**config.mk**
```make
export PLATFORM = sky130hd
export DESIGN_NAME = multiplexador_display_flat
export DESIGN_NICKNAME = d
export VERILOG_FILES = /design/src/rtl/multiplexador_display_if.sv /design/src/rtl/multiplexador_display.sv /design/src/flat_wrapper.sv
export SDC_FILE = /design/constraint.sdc
export NUM_CORES = 1
export LEC_CHECK = 0
export BUFFER_PORTS_ARGS = -buffer_cell sky130_fd_sc_hd__buf_2
export CAP_MARGIN = 20
export CORE_UTILIZATION = 40
export DETAILED_ROUTE_END_ITERATION = 7
export SYNTH_ARGS = -nofsm -noshare
export SYNTH_HDL_FRONTEND = slang
export SYNTH_SLANG_ARGS = --single-unit
```
**constraint.sdc**
```tcl
create_clock -name clock -period 2.1 [get_ports clock]
set_input_delay 0.42 -clock clock [delete_from_list [all_inputs] [get_ports clock]]
set_output_delay 0.42 -clock clock [all_outputs]
set_load 0.02 [all_outputs]
```
**src/rtl/multiplexador_display_if.sv**
```systemverilog
`default_nettype none
// ============================================================================
// Module      : multiplexador_display_if
// Description : Valid/ready handshake carrying the digit codes to the display.
// Revision    : 1.0 - initial release
// ============================================================================
interface multiplexador_display_if #(
    parameter int N_DIGITOS = 4
);
    logic [4*N_DIGITOS-1:0] dados;
    logic                   ent_valido;
    logic                   ent_pronto;

    modport master (
        output dados,
        output ent_valido,
        input  ent_pronto
    );

    modport slave (
        input  dados,
        input  ent_valido,
        output ent_pronto
    );
endinterface
`default_nettype wire

```
**src/rtl/multiplexador_display.sv**
```systemverilog
`default_nettype none
// ============================================================================
// Module      : multiplexador_display
// Description : Multiplexed 7-segment driver with double-buffered digit codes.
// Revision    : 1.0 - initial release
// ============================================================================
module multiplexador_display #(
    parameter int N_DIGITOS = 4,
    parameter int DIV_SCAN  = 1000
) (
    input  wire logic                 clock,
    input  wire logic                 reset,
    multiplexador_display_if.slave    bus,
    input  wire logic                 en,
    input  wire logic                 modo_hex,
    input  wire logic                 supressao,
    output logic [N_DIGITOS-1:0]      an,
    output logic [6:0]                seg
);

    localparam int                   c_IDX_W    = (N_DIGITOS > 1) ? $clog2(N_DIGITOS) : 1;
    localparam logic [c_IDX_W-1:0]   c_LAST_IDX = c_IDX_W'(N_DIGITOS - 1);
    localparam logic [15:0]          c_PRE_TC   = 16'(DIV_SCAN - 1);
    localparam logic [N_DIGITOS-1:0] c_AN_ONE   = N_DIGITOS'(1);

    logic [15:0]            r_presc;
    logic [c_IDX_W-1:0]     r_idx;
    logic [4*N_DIGITOS-1:0] r_shadow;
    logic [4*N_DIGITOS-1:0] r_disp;
    logic                   r_full;
    logic [N_DIGITOS-1:0]   r_an;
    logic [6:0]             r_seg;

    logic                   w_tc;
    logic                   w_frame_end;
    logic                   w_capture;
    logic [3:0]             w_dig [N_DIGITOS];
    logic [N_DIGITOS-1:0]   w_zero_hi;
    logic                   w_supp;
    logic [6:0]             w_code;

    function automatic logic [6:0] f_seg(input logic [3:0] nib, input logic hex);
        logic [6:0] v_code;
        v_code = 7'h00;
        case (nib)
            4'h0: v_code = 7'h3F;
            4'h1: v_code = 7'h06;
            4'h2: v_code = 7'h5B;
            4'h3: v_code = 7'h4F;
            4'h4: v_code = 7'h66;
            4'h5: v_code = 7'h6D;
            4'h6: v_code = 7'h7D;
            4'h7: v_code = 7'h07;
            4'h8: v_code = 7'h7F;
            4'h9: v_code = 7'h6F;
            4'hA: v_code = hex ? 7'h77 : 7'h00;
            4'hB: v_code = hex ? 7'h7C : 7'h00;
            4'hC: v_code = hex ? 7'h39 : 7'h00;
            4'hD: v_code = hex ? 7'h5E : 7'h00;
            4'hE: v_code = hex ? 7'h79 : 7'h00;
            4'hF: v_code = hex ? 7'h71 : 7'h00;
            default: v_code = 7'h00;
        endcase
        return v_code;
    endfunction

    assign w_tc           = (r_presc == c_PRE_TC);
    assign w_frame_end    = w_tc && (r_idx == c_LAST_IDX);
    assign w_capture      = bus.ent_valido && !r_full;
    assign bus.ent_pronto = !r_full;

    genvar k;
    generate
        for (k = 0; k < N_DIGITOS; k++) begin : g_dig
            assign w_dig[k] = r_disp[4*k +: 4];
        end
    endgenerate

    // w_zero_hi[k] is set when digit k and every digit above it are zero.
    always_comb begin
        logic v_run;
        v_run     = 1'b1;
        w_zero_hi = '0;
        for (int i = N_DIGITOS - 1; i >= 0; i--) begin
            v_run        = v_run && (w_dig[i] == 4'h0);
            w_zero_hi[i] = v_run;
        end
    end

    assign w_supp = supressao && (r_idx != '0) && w_zero_hi[r_idx];
    assign w_code = f_seg(w_dig[r_idx], modo_hex);

    always_ff @(posedge clock) begin
        if (reset) begin
            r_presc  <= '0;
            r_idx    <= '0;
            r_shadow <= '0;
            r_disp   <= '0;
            r_full   <= 1'b0;
            r_an     <= '0;
            r_seg    <= '0;
        end else begin
            r_presc <= w_tc ? 16'd0 : r_presc + 16'd1;

            if (w_tc) begin
                r_idx <= (r_idx == c_LAST_IDX) ? '0 : r_idx + 1'b1;
            end

            // Capture needs the flag clear and transfer needs it set, so a
            // capture on a frame-end cycle waits for the following frame end.
            if (w_capture) begin
                r_shadow <= bus.dados;
                r_full   <= 1'b1;
            end else if (w_frame_end && r_full) begin
                r_disp <= r_shadow;
                r_full <= 1'b0;
            end

            if (en) begin
                r_an  <= c_AN_ONE << r_idx;
                r_seg <= w_supp ? 7'h00 : w_code;
            end else begin
                r_an  <= '0;
                r_seg <= 7'h00;
            end
        end
    end

    assign an  = r_an;
    assign seg = r_seg;

endmodule
`default_nettype wire

```
**src/flat_wrapper.sv**
```systemverilog
// flat-port wrapper written by rule: the top's interface ports become plain ports
module multiplexador_display_flat 
#(
    parameter int N_DIGITOS = 4,
    parameter int DIV_SCAN  = 1000
)
  (clock, reset, en, modo_hex, supressao, an, seg, bus_dados, bus_ent_valido, bus_ent_pronto);
  multiplexador_display_if #(.N_DIGITOS(N_DIGITOS)) bus_i ();
  input  wire logic clock;
  input  wire logic reset;
  input  wire logic en;
  input  wire logic modo_hex;
  input  wire logic supressao;
  output logic [N_DIGITOS-1:0] an;
  output logic [6:0] seg;
  input wire logic [$bits(bus_i.dados)-1:0] bus_dados;
  input wire logic [$bits(bus_i.ent_valido)-1:0] bus_ent_valido;
  output wire logic [$bits(bus_i.ent_pronto)-1:0] bus_ent_pronto;
  assign bus_i.dados = bus_dados;
  assign bus_i.ent_valido = bus_ent_valido;
  assign bus_ent_pronto = bus_i.ent_pronto;
  multiplexador_display #(.N_DIGITOS(N_DIGITOS), .DIV_SCAN(DIV_SCAN)) u_core (.clock(clock), .reset(reset), .bus(bus_i), .en(en), .modo_hex(modo_hex), .supressao(supressao), .an(an), .seg(seg));
endmodule
```
==> Word-level counts from Yosys, hierarchy flattened <==
Index checks and enable logic that the tools add are counted.
{ "op_classes": {"addsub": 2, "order_cmp": 2, "eq_ne": 17, "shifts": 1, "muxes": 15, "bitwise": 3, "n_reduce_logical": 20} }
{ "ops": {"columns": ["cell", "n"], "rows": [
  ["$pmux W7 S16", 1],
  ["$mux W7", 5],
  ["$eq A4 B4 Y1 const B", 8],
  ["$logic_not A4 Y1", 5],
  ["$add A16 B1 Y16 const B", 1],
  ["$eq A16 B10 Y1 const B", 1],
  ["$eq A4 B3 Y1 const B", 4],
  ["$bmux W4 S2", 1],
  ["$eq A4 B2 Y1 const B", 2],
  ["$logic_and A1 B1 Y1", 8],
  ["$mux W4", 2],
  ["$mux W6", 1],
  ["$eq A4 B1 Y1 const B", 1],
  ["$reduce_bool A2 Y1", 2],
  ["$reduce_or A2 Y1", 2],
  ["$shl A1 B2 Y4 const A", 1],
  ["$ge A3 B3 Y1 const B", 1],
  ["$lt A2 B3 Y1 const B", 1],
  ["$mux W1", 3],
  ["$not A2 Y3", 1],
  ["$reduce_or A3 Y1", 1],
  ["$add A2 B1 Y2 const B", 1],
  ["$bmux W1 S2", 1],
  ["$eq A2 B2 Y1 const B", 1],
  ["4 further kinds", 5]
]} }
{ "totals": {"reg_bits": 62, "inputBits": 22, "output_inout_bits": 12, "elab_cells": 67} }

==> Logic depth before layout (Yosys ltp) <==
Gate-level depths: netlist (run 1).
{ "logic_depth": {"word_depth": 8, "depth_mapped": 8, "mapped_depth_nobuf": 6} }

==> Worst setup path before layout (run 1) <==
No wires, ideal clock.
{ "synth_path": {"path_type": "register -> register", "from": "reg u_core.r_idx[0]", "to": "reg u_core.r_seg[2] (netlist: u_core.seg[2])", "setup_ns": 0.133, "arrival_time_ns": 1.744, "required_time_ns": 1.967, "path_slack_ns": 0.223, "stages_incl_launch_ff": 7, "n_path_buf": 2, "synth_period_minus_slack_ns": 1.877, "path_cell_list": "dfxtp_1 buf_6 mux4_2 buf_6 or2_2 a221oi_1 nor2_1"} }
{ "synth_via": {"elab_chain_len": 6, "word_cells_on_any_way": 27, "classes_between": "15 x eq/ne; 6 x mux; 1 x bitwise; 5 x reduce/logical"} }
{ "synth_rtl": {"columns": ["item", "line_no", "rtl"], "rows": [
  ["start, declared", "multiplexador_display.sv:27", "logic [c_IDX_W-1:0] r_idx;"],
  ["start signal, assigned", "multiplexador_display.sv:106", "r_idx <= (r_idx == c_LAST_IDX) ? '0 : r_idx + 1'b1;"],
  ["$not A2 Y3 (not written as such)", "multiplexador_display.sv:91", "assign w_code = f_seg(w_dig[r_idx], modo_hex);"],
  ["$bmux W4 S2", "multiplexador_display.sv:91", null],
  ["$mux W4 (not written as such) (2 in series)", "multiplexador_display.sv:91", null],
  ["$eq A4 B4 Y1, or another cell as far along", "multiplexador_display.sv:45", "case (nib)"],
  ["$pmux W7 S16", "multiplexador_display.sv:45", null],
  ["end signal, assigned", "multiplexador_display.sv:121", "r_seg <= w_supp ? 7'h00 : w_code;"],
  ["end, declared", "multiplexador_display.sv:32", "logic [6:0] r_seg;"]
]} }
Parallel ways exist; a longest one is shown, timed or not. The select of a mux whose other input is x is not followed.
A chain may end at the register's enable or synchronous reset.

==> Final worst setup path (run 1) <==
Same ends and word-level chain as after synthesis.

==> results of run 1 <==
power by group through the flow:
stage / Sequential [uW] / Clock, uW / Combinational (uW)
finish: 1220 / 1150 / 113
detailed placement: 1250 / 0 / 115
CTS: 1220 / 1180 / 115
global route: 1230 / 1230 / 129
global placement: 1250 / 0 / 112
floorplan: 1250 / 0 / 60.9
synth_stat cells, drive strengths merged, types with 2 or more instances:
master,n
dfxtp,62
o21ai,4
xor2,11
xnor2,4
a21oi,41
ha,3
nand2b,2
clkbuf,12
and3,6
or2,3
nor3,4
nand2,72
nor2,34
nor4,4
mux4,4
inv,8
nor2b,2
a221oi,3
buf,6
and2,2
o22ai,2
nand3,4
nand4,4
worst min-delay path by stage:
stage	startpoint	endpoint	cells past startpoint
after global routing	bus_dados[9]	u_core.r_shadow[9]$_SDFFE_PP0P_	3
after detailed placement	u_core.r_shadow[6]$_SDFFE_PP0P_	u_core.r_shadow[6]$_SDFFE_PP0P_	2
final	bus_dados[10]	u_core.r_shadow[10]$_SDFFE_PP0P_	3
after global placement	u_core.r_presc[0]$_SDFF_PP0_	u_core.r_presc[0]$_SDFF_PP0_	1
after CTS	bus_dados[14]	u_core.r_shadow[14]$_SDFFE_PP0P_	3
after floorplan	u_core.r_presc[0]$_SDFF_PP0_	u_core.r_presc[0]$_SDFF_PP0_	1
sequential cells by signal, indices dropped and copies added (netlist names):
name	cells
u_core.r_disp	16
u_core.r_presc	16
u_core.r_shadow	16
u_core.seg	7
u_core.an	4
u_core.r_idx	2
u_core.r_full	1
cell type report:
class,count,area (sq um)
Inverter,8,30.03
Multi-Input combinational cell,222,1229
Sequential cell,62,1241
Clock inverter,7,98.84
Timing Repair Buffer,41,225.2
Tap cell,75,93.84
Fill cell,610,3019
Clock buffer,9,123.9
cell families (layout without fill, tap and decap cells):
family | Yosys count | count (layout) | synth area share, %
compound gates | 58 | 58 | 12.87
xor+xnor | 15 | 15 | 5.080
fa+ha+maj | 3 | 3 | 1.452
buf+inv | 26 | 65 | 4.499
flops | 62 | 62 | 47.99
mux | 5 | 5 | 4.160
simple gates | 141 | 141 | 23.95
worst register-to-register path, cell delays in order (launching register included):
cell	delay, ns
dfxtp_1	0.45
mux4_2	0.67
or2_2	0.36
a221oi_1	0.30
nor2_1	0.07
metal layers:
metal | part of all wire, % | wire (microns) | global-route usage (%) | vias up
met5 | 0 | 0 | 0 | -
met4 | 0.74 | 38 | 7.368 | 0
met3 | 5.5 | 284 | 4.945 | 5
met2 | 41 | 2105 | 24.46 | 64
met1 | 53 | 2714 | 24.54 | 933
li1 | - | - | - | 1119
stage by stage:
step	setup slack (ns)	instances
CTS	0.1390	424
global placement	0.1930	408
finish	0.1375	424
global route	0.03403	424
detailed placement	0.1486	408
floorplan	0.2234	310
==> flow_metrics.tcl, run 1 <==
set metrics [dict create \
    synth_top_area_share_pct 47.99 \
    syn_nets 335 \
    r2r_cells 4 \
    power.density_mw_per_mm2 818.7 \
    r2r-end "u_core.seg[2]$_SDFF_PP0_" \
    first_pass_iters 4 \
    intPower_uw 1922 \
    die_h_microns 82.41 \
    dp_hpwl_microns 3508 \
    maxSlewHeadroom_pct 33.90 \
    slowest_delay_ns 0.67 \
    synth.avg_cell_area_sq_um 8.343 \
    wl_microns 5143 \
    setup_viol 0 \
    max_freq_mhz 509.6 \
    final_cell_mix "nand2_1 (72), dfxtp_1 (62), a21oi_1 (41)" \
    cp-start-kind "flip-flop" \
    sequentialPowerShare_pct 49.1 \
    hold_buffers 0 \
    hold_viol_final 0 \
    outcome "complete, no violations" \
    max-cap-violations 0 \
    critPathCapture "u_core.seg[2]$_SDFF_PP0_" \
    grt_pass1_vias 1947 \
    grt_pass1_wl_microns 8887 \
    p_clk_share_pct 46.4 \
    cts_buffer_depth 2 \
    area_growth_pct 17.61 \
    vias_per_cell 5.002 \
    syn_inst 310 \
    synth_area_leaders "dfxtp_1 (48%), nand2_1 (10%), a21oi_1 (7.9%), nor2_1 (4.8%), xor2_1 (3.7%)" \
    reg2reg_from "u_core.r_idx[0]$_SDFFE_PP0N_" \
    crit_cells 4 \
    crit_required_ns 2.33 \
    synth_warnings 0 \
    wl_per_cell_microns 12.13 \
    worst_path_dominant_cell_family "multiplexers" \
    num_rows 28 \
    path_cells "mux4_2 > or2_2 > a221oi_1 > nor2_1" \
    rsz0062_at_grt "false" \
    synthFlopType "dfxtp_1" \
    start_util_pct 42.67 \
    crit_path_start "u_core.r_idx[0]$_SDFFE_PP0N_" \
    yosys_register_bits 62 \
    cts_sinks 62 \
    finalClockSkew_ns 0.007223 \
    grtUsageTotal_pct 17.38 \
    cts_tree "done" \
    die-area_sq_mm 0.006791 \
    die_x_microns 82.41 \
    yosysSeqAreaShare_pct 47.99 \
    cts.clk_slew.worst_paths_ns 0.08 \
    synth-edff-count 0 \
    post-cts-setup-buffers 0 \
    cts_root_buf "clkbuf_8" \
    drt_iter0_drc 137 \
    numCtsBuffers 9 \
    final_util_pct 50.19 \
    synth_area_sq_mm 0.002586 \
    final_layout_size_suffix_gt1_share_pct 18.62 \
    critPathArrivalTime_ns 2.19 \
    fin_crit_sh_pct 93.45 \
    switching_share_pct 22.81 \
    vdd_drop_max_v 0.0004183 \
    worst-r2r-setup-slack_ns 0.14 \
    synth-async-reset-ratio_pct 0 \
    post_dp_cell_area_sq_mm 0.002819 \
    gp_congestion 0.8619 \
    cpMaxStageDelayCell "mux4_2" \
    crit_buf_inv 0 \
    clk_latency_ns 0.34 \
    cts_resized 0 \
    path_max_fanout 11 \
    ant_nets 0 \
    slew_viol_final 0 \
    htreeDepth 3 \
    grt_max_degree 37 \
    whs_ns 0.3088 \
    setup-tns-final_ns 0 \
    p_switching_uw 567.9 \
    ys_types 42 \
    io_buffer_count 33 \
    power_uw 2490 \
    design_area_sq_mm 0.003042 \
    io_pins 34 \
    antenna_found_initial 0 \
    coreArea_sq_mm 0.006061 \
    end_kind "flip-flop" \
    num_antenna_cells 0 \
    drc_errors 0 \
    tightest_slew_ns 0.9894 \
    hp-class "input pin to flip-flop" \
    power_frac_comb_pct 4.6 \
    vias 2121 \
    layout_commonest_cell "nand2_1" \
    fin_nets 369 \
    leakage_uw 0.001214 \
    synth_area_leader_cell "dfxtp_1" \
    overflow 0 \
    min_period_ns 1.962 \
    critical_path_class "flip-flop to flip-flop" \
]
Note: power is estimated with default switching activity, not from simulation.
==> run 2, diff against run 1 <==
--- a/config.mk
+++ b/config.mk
@@ -5,10 +5,11 @@
 export SDC_FILE = /design/constraint.sdc
 export NUM_CORES = 1
 export LEC_CHECK = 0
-export BUFFER_PORTS_ARGS = -buffer_cell sky130_fd_sc_hd__buf_2
 export CAP_MARGIN = 20
 export CORE_UTILIZATION = 40
 export DETAILED_ROUTE_END_ITERATION = 7
+export DONT_BUFFER_PORTS = 1
+export RECOVER_POWER = 25
 export SYNTH_ARGS = -nofsm -noshare
 export SYNTH_HDL_FRONTEND = slang
 export SYNTH_SLANG_ARGS = --single-unit
==> run 2 against run 1 <==
Critical path type unchanged. Highest routed layer unchanged. Combinational power down 42%. Register-to-register slack improved by 0.03 ns. Largest cell class unchanged. Total power is 5.3% lower.
==> flow_metrics.tcl, run 2 (synthesis gave the netlist of run 1 again) <==
set metrics [dict create \
    cts.clk_slew.worst_paths_ns 0.07 \
    grtUsageTotal_pct 17.17 \
    vias_per_cell 5.126 \
    design_area_sq_mm 0.002848 \
    tightest_slew_ns 0.6160 \
    cp-start-kind "flip-flop" \
    antenna_found_initial 0 \
    num_antenna_cells 0 \
    layout_commonest_cell "nand2_1" \
    rsz0062_at_grt "false" \
    setup_viol 0 \
    place_ws_ns 0.1479 \
    fin_nets 335 \
    first_pass_iters 4 \
    die_h_microns 82.41 \
    overflow 0 \
    grt_max_degree 39 \
    grt_use_met2_pct 24.21 \
    hold_viol_final 0 \
    finalNonFillerCells 390 \
    wl_per_cell_microns 12.67 \
    met1_usage_pct 23.40 \
    cts_root_buf "clkbuf_8" \
    cts_sinks 62 \
    fin_crit_sh_pct 91.99 \
    wl_microns 4940 \
    post-cts-setup-buffers 0 \
    top_regs "u_core.r_disp x16, u_core.r_presc x16, u_core.r_shadow x16" \
    critPathArrivalTime_ns 2.15 \
    dp.cells 374 \
    die-area_sq_mm 0.006791 \
    multi_input_area_sq_mm 0.001225 \
    cts_tree "done" \
    gp_congestion 0.8095 \
    setup-tns-final_ns 0 \
    cts_resized 0 \
    drc_errors 0 \
    num_rows 28 \
    max-cap-violations 0 \
    crit_required_ns 2.31 \
    coreArea_sq_mm 0.006061 \
    grt-busiest-layer "met2" \
    critical_path_class "flip-flop to flip-flop" \
    dp_hpwl_microns 3334 \
    final_cell_mix "nand2_1 (72), dfxtp_1 (61), a21oi_1 (41)" \
    min_period_ns 1.932 \
    gr-usage-met3_pct 5.495 \
    post_dp_cell_area_sq_mm 0.002646 \
    ant_nets 0 \
    io_buffer_count 0 \
    nFillCells 612 \
    hold_buffers 0 \
    cts_buffer_depth 2 \
    outcome "complete, no violations" \
    max_freq_mhz 517.7 \
    start_util_pct 42.67 \
    vdd_drop_max_v 0.0004298 \
    drt_iter0_drc 108 \
    whs_ns 0.1410 \
    regArea_sq_mm 0.001242 \
    power.density_mw_per_mm2 828.0 \
    numCtsBuffers 9 \
    end_kind "flip-flop" \
    slew_viol_final 0 \
    leakage_uw 0.001055 \
    vias 1999 \
    clk_latency_ns 0.34 \
    finalClockSkew_ns 0.01028 \
    io_pins 34 \
    grt_pass1_vias 1871 \
    hp-class "input pin to flip-flop" \
    setup_ws_ns 0.1683 \
    htreeDepth 3 \
    die_x_microns 82.41 \
    area_growth_pct 10.11 \
    grt_pass1_wl_microns 8687 \
    final_layout_size_suffix_gt1_share_pct 10.16 \
    maxSlewHeadroom_pct 58.61 \
    path_max_fanout 11 \
]
[run 2: cell types whose count changed in the layout (fill, tap and decap cells not counted), sizes merged]
cell | previous run | this run
bufinv | 2 | 1
buf | 41 | 6
clkbuf | 9 | 11
inv | 8 | 9
clkinvlp | 1 | 0
[run 2: stage by stage]
step	util [%]	power (uW)
3_5_place_dp	43.66	1326
3_3_place_gp	43.66	1323
5_1_grt	46.99	2458
4_1_cts	47.09	2395
2_1_floorplan	-	1316
6_report	46.99	2358
[run 2: critical path: stages, from the launching register on]
cell and delay (ns):
dfxtp_2 0.40, mux4_2 0.65, or2_2 0.36, a221oi_1 0.33, nor2_1 0.07
[run 2: metal layers]
layer  wire length, microns  share of wire, %
met2                   1997                40
met3                    287               5.8
met1                   2596                53
met4                     59               1.2
met5                      0                 0
[run 2: layout make-up]
| cell class | instances | share of cell area (%) |
|---|---|---|
| clock buffer | 10 | 4.833 |
| sequential | 62 | 43.63 |
| inverter | 8 | 1.054 |
| clock inverter | 6 | 2.460 |
| multi-input combinational | 222 | 43.01 |
| timing repair buffer | 7 | 1.714 |
| tap | 75 | 3.295 |
[run 2: worst paths after layout]
check | startpoint | to | slack [ns] | cells past startpoint
worst max register to register | u_core.r_idx[0]$_SDFFE_PP0N_ | u_core.seg[2]$_SDFF_PP0_ | 0.17 | 4
worst min-delay path | reset | u_core.r_idx[0]$_SDFFE_PP0N_ | 0.14 | 1
worst max-delay path | u_core.r_idx[0]$_SDFFE_PP0N_ | u_core.seg[2]$_SDFF_PP0_ | 0.17 | 4
worst min register to register | u_core.r_presc[0]$_SDFF_PP0_ | u_core.r_presc[0]$_SDFF_PP0_ | 0.45 | 1
[run 2: report_power, final]
group	switching, uW	internal [uW]
registers	26.2	1210
logic	38.9	26.1
clock network	472	588
total	537	1820
